===== config.mk =====
export PLATFORM = sky130hd
export DESIGN_NAME = merge_select_control
export DESIGN_NICKNAME = d
export VERILOG_FILES = /design/src/rtl/merge_select_control_pkg.sv /design/src/rtl/merge_select_control_run_stats.sv /design/src/rtl/merge_select_control.sv
export SDC_FILE = /design/constraint.sdc
export NUM_CORES = 1
export LEC_CHECK = 0
export ABC_AREA = 0
export CORE_MARGIN = 2
export CORE_UTILIZATION = 45
export DETAILED_ROUTE_END_ITERATION = 8
export PLACE_DENSITY = 0.84
export SYNTH_ARGS = -nofsm -noshare
export SYNTH_HDL_FRONTEND = slang
export SYNTH_SLANG_ARGS = --single-unit
export TNS_END_PERCENT = 1

===== constraint.sdc =====
create_clock -name i_clk -period 1.85 [get_ports i_clk]
set_input_delay 0.185 -clock i_clk [delete_from_list [all_inputs] [get_ports i_clk]]
set_output_delay 0.185 -clock i_clk [all_outputs]
set_load 0.005 [all_outputs]

===== src/rtl/merge_select_control_pkg.sv =====
// Shared types and constants for the bitonic merger select controller.
package merge_select_control_pkg;

    typedef enum logic [1:0] {
        ST_IDLE   = 2'd0,
        ST_MERGE  = 2'd1,
        ST_TERM_B = 2'd2
    } state_t;

    localparam int unsigned          KEY_WIDTH = 32;
    localparam logic [KEY_WIDTH-1:0] KEY_TERM  = '0;

endpackage


===== src/rtl/merge_select_control_run_stats.sv =====
// Run statistics: wrapping run counter, saturating element counter, done pulse.
module run_stats_counter #(
    parameter int unsigned COUNT_WIDTH = 16
) (
    input  logic                   i_clk,
    input  logic                   i_rst_n,
    input  logic                   i_elem_inc,
    input  logic                   i_run_complete,
    output logic                   o_run_done,
    output logic [COUNT_WIDTH-1:0] o_run_count,
    output logic [COUNT_WIDTH-1:0] o_elem_count
);

    logic                   r_run_done;
    logic [COUNT_WIDTH-1:0] r_run_count;
    logic [COUNT_WIDTH-1:0] r_elem_count;

    always_ff @(posedge i_clk) begin
        if (!i_rst_n) begin
            r_run_done   <= 1'b0;
            r_run_count  <= '0;
            r_elem_count <= '0;
        end else begin
            r_run_done <= i_run_complete;
            if (i_run_complete) begin
                r_run_count  <= r_run_count + 1'b1;
                r_elem_count <= '0;
            end else if (i_elem_inc && (r_elem_count != '1)) begin
                r_elem_count <= r_elem_count + 1'b1;
            end
        end
    end

    assign o_run_done   = r_run_done;
    assign o_run_count  = r_run_count;
    assign o_elem_count = r_elem_count;

endmodule


===== src/rtl/merge_select_control.sv =====
// Select/stall/terminator sequencing for the two-input bitonic merger.
module merge_select_control
    import merge_select_control_pkg::*;
#(
    parameter int unsigned COUNT_WIDTH = 16
) (
    input  logic                   i_clk,
    input  logic                   i_rst_n,
    input  logic                   i_enable,
    input  logic                   i_fifo_out_full,
    input  logic                   i_a_empty,
    input  logic                   i_b_empty,
    input  logic                   i_a_min_zero,
    input  logic                   i_b_min_zero,
    input  logic                   i_a_lte_b,
    output logic                   o_select_A,
    output logic                   o_stall,
    output logic                   o_switch_output,
    output logic                   o_drop,
    output logic                   o_run_done,
    output logic [COUNT_WIDTH-1:0] o_run_count,
    output logic [COUNT_WIDTH-1:0] o_elem_count
);

    state_t r_state;
    logic   r_last_sel;
    logic   w_select_A;
    logic   w_stall;
    logic   w_drop;
    logic   w_commit;
    logic   w_both_zero;

    assign w_both_zero = i_a_min_zero & i_b_min_zero;

    // Key 0 acts as +inf: a stream at its terminator yields to the other.
    always_comb begin
        w_select_A = 1'b1;
        w_stall    = 1'b1;
        w_drop     = 1'b0;
        if (i_rst_n) begin
            case (r_state)
                ST_MERGE: begin
                    w_stall = i_fifo_out_full | i_a_empty | i_b_empty;
                    if (w_both_zero)       w_select_A = 1'b1;
                    else if (i_a_min_zero) w_select_A = 1'b0;
                    else if (i_b_min_zero) w_select_A = 1'b1;
                    else                   w_select_A = i_a_lte_b;
                end
                ST_TERM_B: begin
                    w_stall    = i_fifo_out_full | i_b_empty;
                    w_select_A = 1'b0;
                    w_drop     = 1'b1;
                end
                default: ;
            endcase
        end
    end

    assign w_commit = ~w_stall;

    always_ff @(posedge i_clk) begin
        if (!i_rst_n) begin
            r_state    <= ST_IDLE;
            r_last_sel <= 1'b1;
        end else begin
            if (w_commit) r_last_sel <= w_select_A;
            case (r_state)
                ST_IDLE:   if (i_enable) r_state <= ST_MERGE;
                ST_MERGE:  if (w_commit && w_both_zero) r_state <= ST_TERM_B;
                ST_TERM_B: if (w_commit) r_state <= i_enable ? ST_MERGE : ST_IDLE;
                default:   r_state <= ST_IDLE;
            endcase
        end
    end

    run_stats_counter #(.COUNT_WIDTH(COUNT_WIDTH)) u_stats (
        .i_clk          (i_clk),
        .i_rst_n        (i_rst_n),
        .i_elem_inc     (w_commit && (r_state == ST_MERGE)),
        .i_run_complete (w_commit && (r_state == ST_TERM_B)),
        .o_run_done     (o_run_done),
        .o_run_count    (o_run_count),
        .o_elem_count   (o_elem_count)
    );

    assign o_select_A      = w_select_A;
    assign o_stall         = w_stall;
    assign o_drop          = w_drop;
    assign o_switch_output = i_rst_n & (w_select_A ^ r_last_sel);

endmodule


==> out/results.ini, run 1 <==
[status]
outcome=finished, violations left
violations=negative setup slack

[clock_tree]
cts_sinks=36
cts_tree=done
htreeDepth=2
root_buffer=clkbuf_8
path_clk_slew_ns=0.08
clockBufferDepth=2
cts_made_buffers=5
insertion_delay_ns=0.29

[detailed_routing]
drc=0
viasPerCell=5.67
wl_per_cell_microns=15.9
wl_microns=5900
drt_first_pass_iters=4
via_count=2104
drt_iter0_drc=145
final_antenna_net_count=0

[worst_setup_path]
arrival_ns=2.18
worstPathCellList=inv_2, ha_4, nor4bb_4, buf_6, nand3_4, buf_4, or4_1, a21oi_1
cpPeakStageDelay_ns=0.40
critPathMaxFanout=6
path_delay_family=simple AND/OR/NAND/NOR gates
slowest_stage=or4_1
crit_buf_inv=3
worst_setup_path_end_kind=flip-flop
worst_ep_required_time_ns=2.07
path_class=flip-flop to flip-flop
startpoint_type=flip-flop

[grt]
gr-usage-all-layers_pct=24.4
grt_antenna_before_repair=0
grt_pass1_wl_microns=9720
grt-ovfl-total=0
grt_start_max_net_pins=16
grt_pass1_vias=2133

[die]
num_io_pins=46
die_h_microns=70.0
start_util_pct=46.0
dieWidth_microns=70.0
die-area_sq_um=4900
core-area_sq_um=4260
rows=24

[synth]
synth_common_cells=36 x dfxtp_1, 20 x a21oi_1, 20 x nand2_1
synth_area_leaders=dfxtp_1 37%, a21oi_1 5.1%, or4_1 4.6%
synth-edff-count=0
async_flop_share_pct=0
syn-num-nets=246
yosys_most_used_dff=dfxtp_1
ys_warn_count=0
synth_cell_type_count=39
synth_area_sq_um=1960
avgSynthCellArea_sq_um=8.52
yosysMostFrequentCell=dfxtp_1
synthCells=230
yosysTopAreaCellShare_pct=36.8
synth_top_cell_by_area=dfxtp_1
yosysSeqAreaShare_pct=36.8
synth_seq_cells=36

[layout]
instances_no_fill=371
nNetsFinal=334
n_antenna_cell=0
design_area_sq_um=3080
fin_util_pct=72.2
syn_to_final_growth_pct=57.1
drive_gt1_share_pct=26.6

[power]
seq_power_share_pct=40.4
intPower_mw=1.44
clockPowerShare_pct=34.6
total_power_mw=2.01
ir_drop_v=0.000392
switching_share_pct=28.4
p_leak_nw=1.11
p_sw_mw=0.571
power_density_nw_per_um2=653
p_comb_share_pct=25.0

[sta]
tightestPinTransition_ns=0.338
whs_ns=0.499
rsz0062_at_grt=yes
fin_crit_ns=1.96
hold_violations=0
setup_violations=24
timing.fmax_ghz=0.510
fin_crit_sh_pct=106
slew_violations=0
slew_headroom_pct=77.3
skew_ns=0.00441
setup_tns_ns=-1.18
setup_slack_ns=-0.111

[placement]
io_buffers=45
finalWeightedCongestion=0.815
placed_cell_area_sq_um=2790
preCtsSetupSlack_ns=-0.231
dp_hpwl_microns=3800
dp_cells=359

[worst_hold_path]
hp-class=flip-flop to flip-flop

[job]
max-cap-violations=0

-- final timing paths --
check / from / cells after the start / to / slack, ns
max: r_state[1]$_SDFFE_PN0P_ / 8 / u_stats.o_elem_count[14]$_SDFFE_PP0P_ / -0.11
min: u_stats.o_run_count[15]$_SDFFE_PN0P_ / 2 / u_stats.o_run_count[15]$_SDFFE_PN0P_ / 0.50
max reg2reg: r_state[1]$_SDFFE_PN0P_ / 8 / u_stats.o_elem_count[14]$_SDFFE_PP0P_ / -0.11
min reg2reg: u_stats.o_run_count[15]$_SDFFE_PN0P_ / 2 / u_stats.o_run_count[15]$_SDFFE_PN0P_ / 0.50
-- state kept, by name, indices dropped and copies added, names as in the netlist --
register and cells:
r_last_sel 1, u_stats.o_elem_count 16, u_stats.o_run_done 1, r_state 2, u_stats.o_run_count 16
-- metal layers --
metal  vias to the layer above  track usage, %  wire [microns]
li1                       1034               -               -
met2                        81            42.3            3080
met3                        19            4.62             323
met4                         0            12.8             146
met1                       970            28.4            2350
met5                         -               0               0
-- power by group through the flow --
stage	combinational (mW)	sequential [mW]	clock, mW
after CTS	0.489	0.812	0.710
after global placement	0.391	0.825	0
after floorplan	0.216	0.830	0
final	0.503	0.812	0.695
after detailed placement	0.411	0.826	0
after global routing	0.530	0.814	0.748
-- cells in the final DEF, fill, tap and decap left out, types with 5 or more instances in the layout --
| master | Yosys | routed |
|---|---|---|
| or3_1 | 7 | 7 |
| a21oi_1 | 20 | 17 |
| and3_1 | 7 | 7 |
| buf_6 | 0 | 7 |
| clkbuf_8 | 0 | 5 |
| xor2_1 | 6 | 6 |
| mux2i_1 | 7 | 7 |
| nand2_1 | 20 | 20 |
| o21ai_0 | 8 | 8 |
| and4_1 | 6 | 5 |
| inv_1 | 9 | 7 |
| nand4_1 | 10 | 10 |
| nand3_1 | 10 | 10 |
| nand2b_1 | 8 | 6 |
| or4_1 | 12 | 10 |
| nor2_1 | 10 | 10 |
| clkdlybuf4s50_1 | 0 | 41 |
| dfxtp_1 | 36 | 34 |
| o31ai_1 | 10 | 9 |
| buf_4 | 1 | 37 |
-- cell type report --
type | instances | area, sq um
Clock buffer | 5 | 68.8
Clock inverter | 3 | 42.5
Fill cell | 330 | 1180
Inverter | 9 | 33.8
Multi-Input combinational cell | 176 | 1330
Sequential cell | 36 | 723
Tap cell | 52 | 65.1
Timing Repair Buffer | 90 | 820
-- tightest hold or removal path, cell delays in order, from the launching register on --
cell     delay, ns
dfxtp_1       0.33
o31ai_1       0.07
a21oi_1       0.06
-- cells by family after synthesis --
group	after synthesis	synth area share (%)
flip-flops	36	36.8
AND/OR/NAND/NOR	107	33.5
buffers and inverters	20	4.34
AO/OA/AOI/OAI	46	14.2
adder cells (fa/ha/maj)	7	4.47
XOR/XNOR	7	3.13
multiplexers	7	3.57
-- timing repair --
action	CTS	global route
resized for setup	33	8
cloned	2	0
endpoints found under the setup margin	27	30
buffers inserted	2	1
hold buffers	0	0
pin swaps	15	2
Power figures use the tool's default switching activity.
==> run 2, diff against run 1 <==
--- a/config.mk
+++ b/config.mk
@@ -7,10 +7,11 @@
 export LEC_CHECK = 0
 export ABC_AREA = 0
 export CORE_MARGIN = 2
-export CORE_UTILIZATION = 45
+export CORE_UTILIZATION = 44
 export DETAILED_ROUTE_END_ITERATION = 8
-export PLACE_DENSITY = 0.84
+export PLACE_DENSITY = 0.83
 export SYNTH_ARGS = -nofsm -noshare
 export SYNTH_HDL_FRONTEND = slang
+export SYNTH_HIERARCHICAL = 1
 export SYNTH_SLANG_ARGS = --single-unit
 export TNS_END_PERCENT = 1
==> out/results.ini, run 2 <==
[status]
outcome=finished, violations left
violations=negative setup slack

[synth]
synth_common_cells=36 x dfxtp_1, 19 x nand2_1, 19 x nor2_1
yosysSeqAreaShare_pct=37.9  ; +1.1 points
syn-num-nets=239  ; -2.8%
ys_warn_count=6  ; +6
yosysTopAreaCellShare_pct=37.9  ; +1.1 points
synth_area_leaders=dfxtp_1 38%, ha_1 4.6%, nand4_1 4.3%
async_flop_share_pct=0  ; unchanged
synthCells=223  ; -3.0%
synth_top_cell_by_area=dfxtp_1
yosys_most_used_dff=dfxtp_1
synth_area_sq_um=1900  ; -2.9%
synth_cell_type_count=45  ; +15%
synth_seq_cells=36  ; unchanged
yosysMostFrequentCell=dfxtp_1
avgSynthCellArea_sq_um=8.53  ; +0.11%
synth-edff-count=0  ; unchanged

[placement]
io_buffers=45  ; unchanged
preCtsSetupSlack_ns=-0.546  ; -0.316 ns
dp_hpwl_microns=3560  ; -6.1%
finalWeightedCongestion=0.823  ; +1.0%
dp_cells=345  ; -3.9%

[worst_setup_path]
worstRegToRegCells=9  ; +1
worst_ep_required_time_ns=2.07  ; about the same
rrSetupSlack_ns=-0.40  ; -0.29 ns
worst_setup_path_end_kind=flip-flop
startpoint=r_state[0]$_SDFFE_PN0P_
regToRegStartpoint=r_state[0]$_SDFFE_PN0P_
startpoint_type=flip-flop
critPathMaxFanout=7  ; +1
arrival_ns=2.47  ; +0.29 ns
path_class=flip-flop to flip-flop
cp-endpoint=u_stats/o_elem_count[11]$_SDFFE_PP0P_
rr_endpoint=u_stats/o_elem_count[11]$_SDFFE_PP0P_

[grt]
grt_pass1_vias=1913  ; -10%
grt-ovfl-total=0  ; unchanged
grt_pass1_wl_microns=8550  ; -12%
gr-usage-all-layers_pct=21.6  ; -2.8 points
grt_antenna_before_repair=0  ; unchanged
grt_start_max_net_pins=16  ; unchanged

[detailed_routing]
wl_microns=5380  ; -8.9%
final_antenna_net_count=0  ; unchanged
viasPerCell=5.69  ; +0.37%
drt_first_pass_iters=4  ; unchanged
via_count=2032  ; -3.4%
drt_iter0_drc=115  ; -21%
wl_per_cell_microns=15.1  ; -5.3%
drc=0  ; unchanged

[clock_tree]
path_clk_slew_ns=0.07  ; about the same
htreeDepth=2  ; unchanged
cts_sinks=36  ; unchanged
insertion_delay_ns=0.29  ; about the same
clockBufferDepth=2  ; unchanged
cts_hold_buf=0  ; unchanged
root_buffer=clkbuf_8
cts_made_buffers=5  ; unchanged
cts_tree=done

[die]
die-area_sq_um=4870  ; -0.68%
start_util_pct=46.6  ; +0.59 points
die_h_microns=69.8  ; -0.34%
rows=23  ; -4.2%
num_io_pins=46  ; unchanged
core-area_sq_um=4090  ; -4.2%
dieWidth_microns=69.8  ; -0.34%

[power]
seq_power_share_pct=43.7  ; +3.3 points
p_comb_share_pct=23.9  ; -1.1 points
intPower_mw=1.39  ; -3.5%
p_leak_nw=1.08  ; -2.6%
ir_drop_v=0.000618  ; +58%
clockPowerShare_pct=32.4  ; -2.2 points
switching_share_pct=26.3  ; -2.2 points
total_power_mw=1.88  ; -6.3%
p_sw_mw=0.495  ; -13%
power_density_nw_per_um2=644  ; -1.3%

[sta]
slew_headroom_pct=72.2  ; -5.1 points
timing.fmax_ghz=0.444  ; -13%
rsz0062_at_grt=yes
setup_violations=27  ; +13%
hold_violations=0  ; unchanged
skew_ns=0.00679  ; +0.00238 ns
tightestPinTransition_ns=0.412  ; +0.0746 ns
fin_crit_sh_pct=122  ; +16 points
slew_violations=0  ; unchanged
setup_slack_ns=-0.404  ; -0.292 ns
fin_crit_ns=2.25  ; +0.292 ns

[layout]
syn_to_final_growth_pct=53.6
n_antenna_cell=0  ; unchanged
drive_gt1_share_pct=26.7  ; +0.064 points
final_common_cell=clkdlybuf4s50_1
fill_cells=302  ; -8.5%
nNetsFinal=322  ; -3.6%
instances_no_fill=357  ; -3.8%
final_cell_mix=42 x clkdlybuf4s50_1, 36 x buf_4, 34 x dfxtp_1, 19 x nand2_1, 19 x nor2_1

[worst_hold_path]
hp-class=flip-flop to flip-flop
hold-path-cell-count=2  ; unchanged

[job]
max-cap-violations=0  ; unchanged

run 2: cell types whose count changed after synthesis, moves of 3 or more:
cell	change
inv_1	-3
or4_1	-9
nor3_1	+4
nand3_2	-3
nor2b_1	+3
nor2_1	+9
a21oi_1	-7
o31ai_1	-6
nand4_1	+3
mux2i_1	-4
xnor2_1	+4
nand2b_1	-5
nor3b_1	+3
buf_2	-3
run 2: how the worst min path moves through the flow:
stage | start | to | slack (ns)
floorplan | i_rst_n | u_stats/o_run_done$_SDFF_PN0_ | 0.31
global placement | u_stats/o_run_count[13]$_SDFFE_PN0P_ | u_stats/o_run_count[13]$_SDFFE_PN0P_ | 0.50
detailed placement | u_stats/o_run_count[8]$_SDFFE_PN0P_ | u_stats/o_run_count[8]$_SDFFE_PN0P_ | 0.52
CTS | u_stats/o_run_count[13]$_SDFFE_PN0P_ | u_stats/o_run_count[13]$_SDFFE_PN0P_ | 0.52
global route | u_stats/o_run_count[14]$_SDFFE_PN0P_ | u_stats/o_run_count[14]$_SDFFE_PN0P_ | 0.56
finish | u_stats/o_run_count[14]$_SDFFE_PN0P_ | u_stats/o_run_count[14]$_SDFFE_PN0P_ | 0.53
run 2: worst max-delay path: stages, from the launching register on:
cell,delay [ns]
dfxtp_2,0.34
inv_4,0.07
ha_4,0.14
nor2b_4,0.04
nor4b_4,0.28
and3_4,0.26
nand3_2,0.09
or3_4,0.37
or4_4,0.43
a21oi_2,0.15
run 2: cell type report:
type	instances	area (sq um)	area share, %
Multi-Input combinational cell	172	1250	42.8
Clock buffer	8	100	3.42
Sequential cell	36	726	24.8
Timing Repair Buffer	85	757	25.9
Tap cell	50	62.6	2.14
Inverter	6	27.5	0.941
run 2: metal layers:
layer | track usage [%] | vias to the layer above | wire (microns)
li1 | - | 983 | -
met1 | 25.7 | 971 | 2350
met2 | 36.0 | 70 | 2680
met3 | 4.94 | 8 | 272
met4 | 11.3 | 0 | 70
met5 | 0 | - | 0
run 2: cells by family after synthesis:
group | count (synthesis) | share of synthesized area (%)
AOI/OAI and AO/OA | 40 | 13.8
xor gates and xnor gates | 13 | 5.98
adders and majority gates | 7 | 4.60
buffers and inverters | 15 | 3.48
DFF | 36 | 37.9
muxes | 4 | 2.17
and+or+nand+nor | 108 | 32.1
run 2: metrics by stage:
| step | hold WS, ns | utilization, % | area (sq um) | setup TNS (ns) |
|---|---|---|---|---|
| final | 0.535 | 71.6 | 2920 | -5.96 |
| after CTS | 0.524 | 69.8 | 2850 | -5.49 |
| after detailed placement | 0.516 | 65.5 | 2680 | -11.49 |
| after floorplan | 0.312 | - | 1950 | -5.21 |
| after global routing | 0.560 | 71.6 | 2920 | -9.89 |
| after global placement | 0.500 | 65.5 | 2680 | -9.33 |
run 2: power by group through the flow:
stage	logic, mW	registers, mW	clock network, mW
4_1_cts	0.416	0.816	0.631
3_5_place_dp	0.392	0.834	0
3_3_place_gp	0.382	0.833	0
2_1_floorplan	0.227	0.839	0
5_1_grt	0.504	0.824	0.664
6_report	0.451	0.823	0.610
run 2: timing repair:
item,in CTS,in global routing
pin swaps,7,3
setup endpoints to repair,32,33
gates resized for setup,26,15
setup buffers,2,2
==> run 3, diff against run 2 <==
--- a/config.mk
+++ b/config.mk
@@ -7,11 +7,12 @@
 export LEC_CHECK = 0
 export ABC_AREA = 0
 export CORE_MARGIN = 2
-export CORE_UTILIZATION = 44
+export CORE_UTILIZATION = 56
 export DETAILED_ROUTE_END_ITERATION = 8
-export PLACE_DENSITY = 0.83
+export DONT_BUFFER_PORTS = 1
+export PLACE_DENSITY = 0.82
+export REMOVE_ABC_BUFFERS = 1
 export SYNTH_ARGS = -nofsm -noshare
 export SYNTH_HDL_FRONTEND = slang
-export SYNTH_HIERARCHICAL = 1
 export SYNTH_SLANG_ARGS = --single-unit
 export TNS_END_PERCENT = 1
==> out/results.ini, run 3 (synthesis gave the netlist of run 1 again) <==
[placement]
finalWeightedCongestion=0.850  ; +3.2%
placed_cell_area_sq_um=2310  ; -14%
io_buffers=0  ; -100%
preCtsSetupSlack_ns=-0.428  ; +0.118 ns
dp_cells=306  ; -11%
dp_hpwl_microns=3250  ; -8.8%

[sta]
setup_tns_ns=-1.10  ; +4.86 ns
rsz0062_at_grt=yes
fin_crit_sh_pct=106  ; -16 points
tightestPinTransition_ns=0.451  ; +0.0389 ns
fin_crit_ns=1.97  ; -0.288 ns
setup_slack_ns=-0.116  ; +0.288 ns
skew_ns=0.0257  ; +0.0189 ns
setup_violations=19  ; -30%
whs_ns=0.0847  ; -0.450 ns
timing.fmax_ghz=0.509  ; +15%
slew_headroom_pct=69.9  ; -2.3 points
slew_violations=0  ; unchanged
hold_violations=0  ; unchanged

[worst_hold_path]
worstHoldStart=i_rst_n
hold-path-cell-count=3  ; +1
hp-class=input port to flip-flop
hold_path_end=u_stats.o_elem_count[15]$_SDFFE_PP0P_

[worst_setup_path]
rrSetupSlack_ns=-0.12  ; +0.29 ns
worst_ep_required_time_ns=2.09  ; +0.02 ns
path_class=flip-flop to flip-flop
startpoint_type=flip-flop
worst_setup_path_end_kind=flip-flop
critPathMaxFanout=8  ; +1
rr_endpoint=u_stats.o_elem_count[8]$_SDFFE_PP0P_
arrival_ns=2.21  ; -0.26 ns
regToRegStartpoint=r_state[1]$_SDFFE_PN0P_
startpoint=r_state[1]$_SDFFE_PN0P_
worstRegToRegCells=9  ; unchanged

[die]
die_h_microns=63.2  ; -9.5%
core-area_sq_um=3340  ; -18%
die-area_sq_um=3990  ; -18%
rows=21  ; -8.7%
start_util_pct=58.8  ; +12 points
num_io_pins=46  ; unchanged
dieWidth_microns=63.2  ; -9.5%

[power]
switching_share_pct=29.5  ; +3.2 points
p_leak_nw=0.983  ; -9.4%
clockPowerShare_pct=29.5  ; -2.9 points
power_density_nw_per_um2=694  ; +7.8%
intPower_mw=1.34  ; -3.2%
ir_drop_v=0.000979  ; +58%
seq_power_share_pct=42.4  ; -1.3 points
total_power_mw=1.91  ; +1.2%
p_sw_mw=0.562  ; +14%
p_comb_share_pct=28.1  ; +4.2 points

[detailed_routing]
drt_iter0_drc=240  ; +110%
final_antenna_net_count=0  ; unchanged
via_count=2019  ; -0.64%
wl_microns=5610  ; +4.4%
drc=0  ; unchanged
wl_per_cell_microns=17.2  ; +14%
drt_first_pass_iters=5  ; +1
viasPerCell=6.19  ; +8.8%

[clock_tree]
cts_made_buffers=5  ; unchanged
cts_tree=done
clockBufferDepth=2  ; unchanged
root_buffer=clkbuf_4
htreeDepth=2  ; unchanged
path_clk_slew_ns=0.13  ; +0.06 ns
insertion_delay_ns=0.36  ; +0.07 ns
cts_sinks=36  ; unchanged

[layout]
final_cell_mix=40 x buf_4, 34 x dfxtp_1, 20 x nand2_1, 11 x a21oi_1
fill_cells=196  ; -35%
final_common_cell=buf_4
n_antenna_cell=0  ; unchanged
nNetsFinal=295  ; -8.4%
instances_no_fill=326  ; -8.7%
drive_gt1_share_pct=36.8  ; +10 points
fin_util_pct=82.3  ; +11 points
design_area_sq_um=2750  ; -6.1%
syn_to_final_growth_pct=40.1

[grt]
grt_use_met1_pct=30.2  ; +4.5 points
met3_usage_pct=9.11  ; +4.2 points
grt_antenna_before_repair=0  ; unchanged
top_usage_layer=met2
grt_pass1_wl_microns=8650  ; +1.2%
grt_start_max_net_pins=18  ; +2
gr-usage-all-layers_pct=26.9  ; +5.3 points
grt-ovfl-total=0  ; unchanged
grt_use_met2_pct=46.8  ; +11 points
grt_pass1_vias=1895  ; -0.94%

[status]
violations=negative setup slack
outcome=finished, violations left

[job]
max-cap-violations=0  ; unchanged

## run 3: changes by cell type in the layout (fill, tap and decap cells not counted), sizes merged, moves of 4 or more
cell and change:
clkdlybuf4s50 -42, buf +9, nor2 -9, or4 +9
a21oi +8, o31ai +6, nand2b +5, clkbuf -4
mux2i +4, nor3 -4, xnor2 -4
## run 3: worst max-delay path, cell delays in order, from the launching register on
cell	delay, ns
dfxtp_2	0.36
inv_2	0.05
ha_4	0.25
nor4bb_4	0.21
buf_6	0.21
nand3_4	0.11
buf_6	0.14
buf_4	0.13
o31ai_1	0.30
a21oi_1	0.10
## run 3: area by class of cell
type | count | area (sq um) | share of cell area (%)
well taps | 46 | 57.6 | 2.10
inverters | 9 | 33.8 | 1.23
clock inverters | 3 | 42.5 | 1.55
flip-flops and latches | 36 | 723 | 26.3
clock buffers | 5 | 37.5 | 1.37
multi-input cells | 176 | 1410 | 51.4
repair buffers | 51 | 440 | 16.0
## run 3: routing by layer
layer / part of all wire, % / vias up
met5: 0 / -
met4: 1.8 / 0
met3: 8.6 / 14
met2: 51 / 93
met1: 39 / 956
li1: - / 956
## run 3: power groups by stage
stage | sequential, mW | combinational, mW | clock (mW)
final | 0.809 | 0.535 | 0.562
after global routing | 0.811 | 0.580 | 0.607
after CTS | 0.808 | 0.458 | 0.570
after detailed placement | 0.820 | 0.362 | 0
after global placement | 0.819 | 0.353 | 0
after floorplan | 0.827 | 0.202 | 0
## run 3: worst max-delay path by stage
stage / cells past startpoint / to / slack (ns)
2_1_floorplan: 6 / u_stats.o_elem_count[8]$_SDFFE_PP0P_ / -1.70
6_report: 9 / u_stats.o_elem_count[8]$_SDFFE_PP0P_ / -0.12
4_1_cts: 7 / u_stats.o_elem_count[9]$_SDFFE_PP0P_ / -0.09
3_5_place_dp: 7 / u_stats.o_elem_count[12]$_SDFFE_PP0P_ / -0.43
3_3_place_gp: 7 / u_stats.o_elem_count[12]$_SDFFE_PP0P_ / -0.28
5_1_grt: 9 / u_stats.o_run_count[8]$_SDFFE_PN0P_ / -0.19
## run 3: what timing repair did
action                                  4_1_cts  5_1_grt
endpoints found under the hold margin         4        0
hold buffers                                  1        0
buffers inserted                              5        4
pin swaps                                    12        7
gates cloned                                  1        1
gates resized for setup                      21       32
endpoints found under the setup margin       35       29
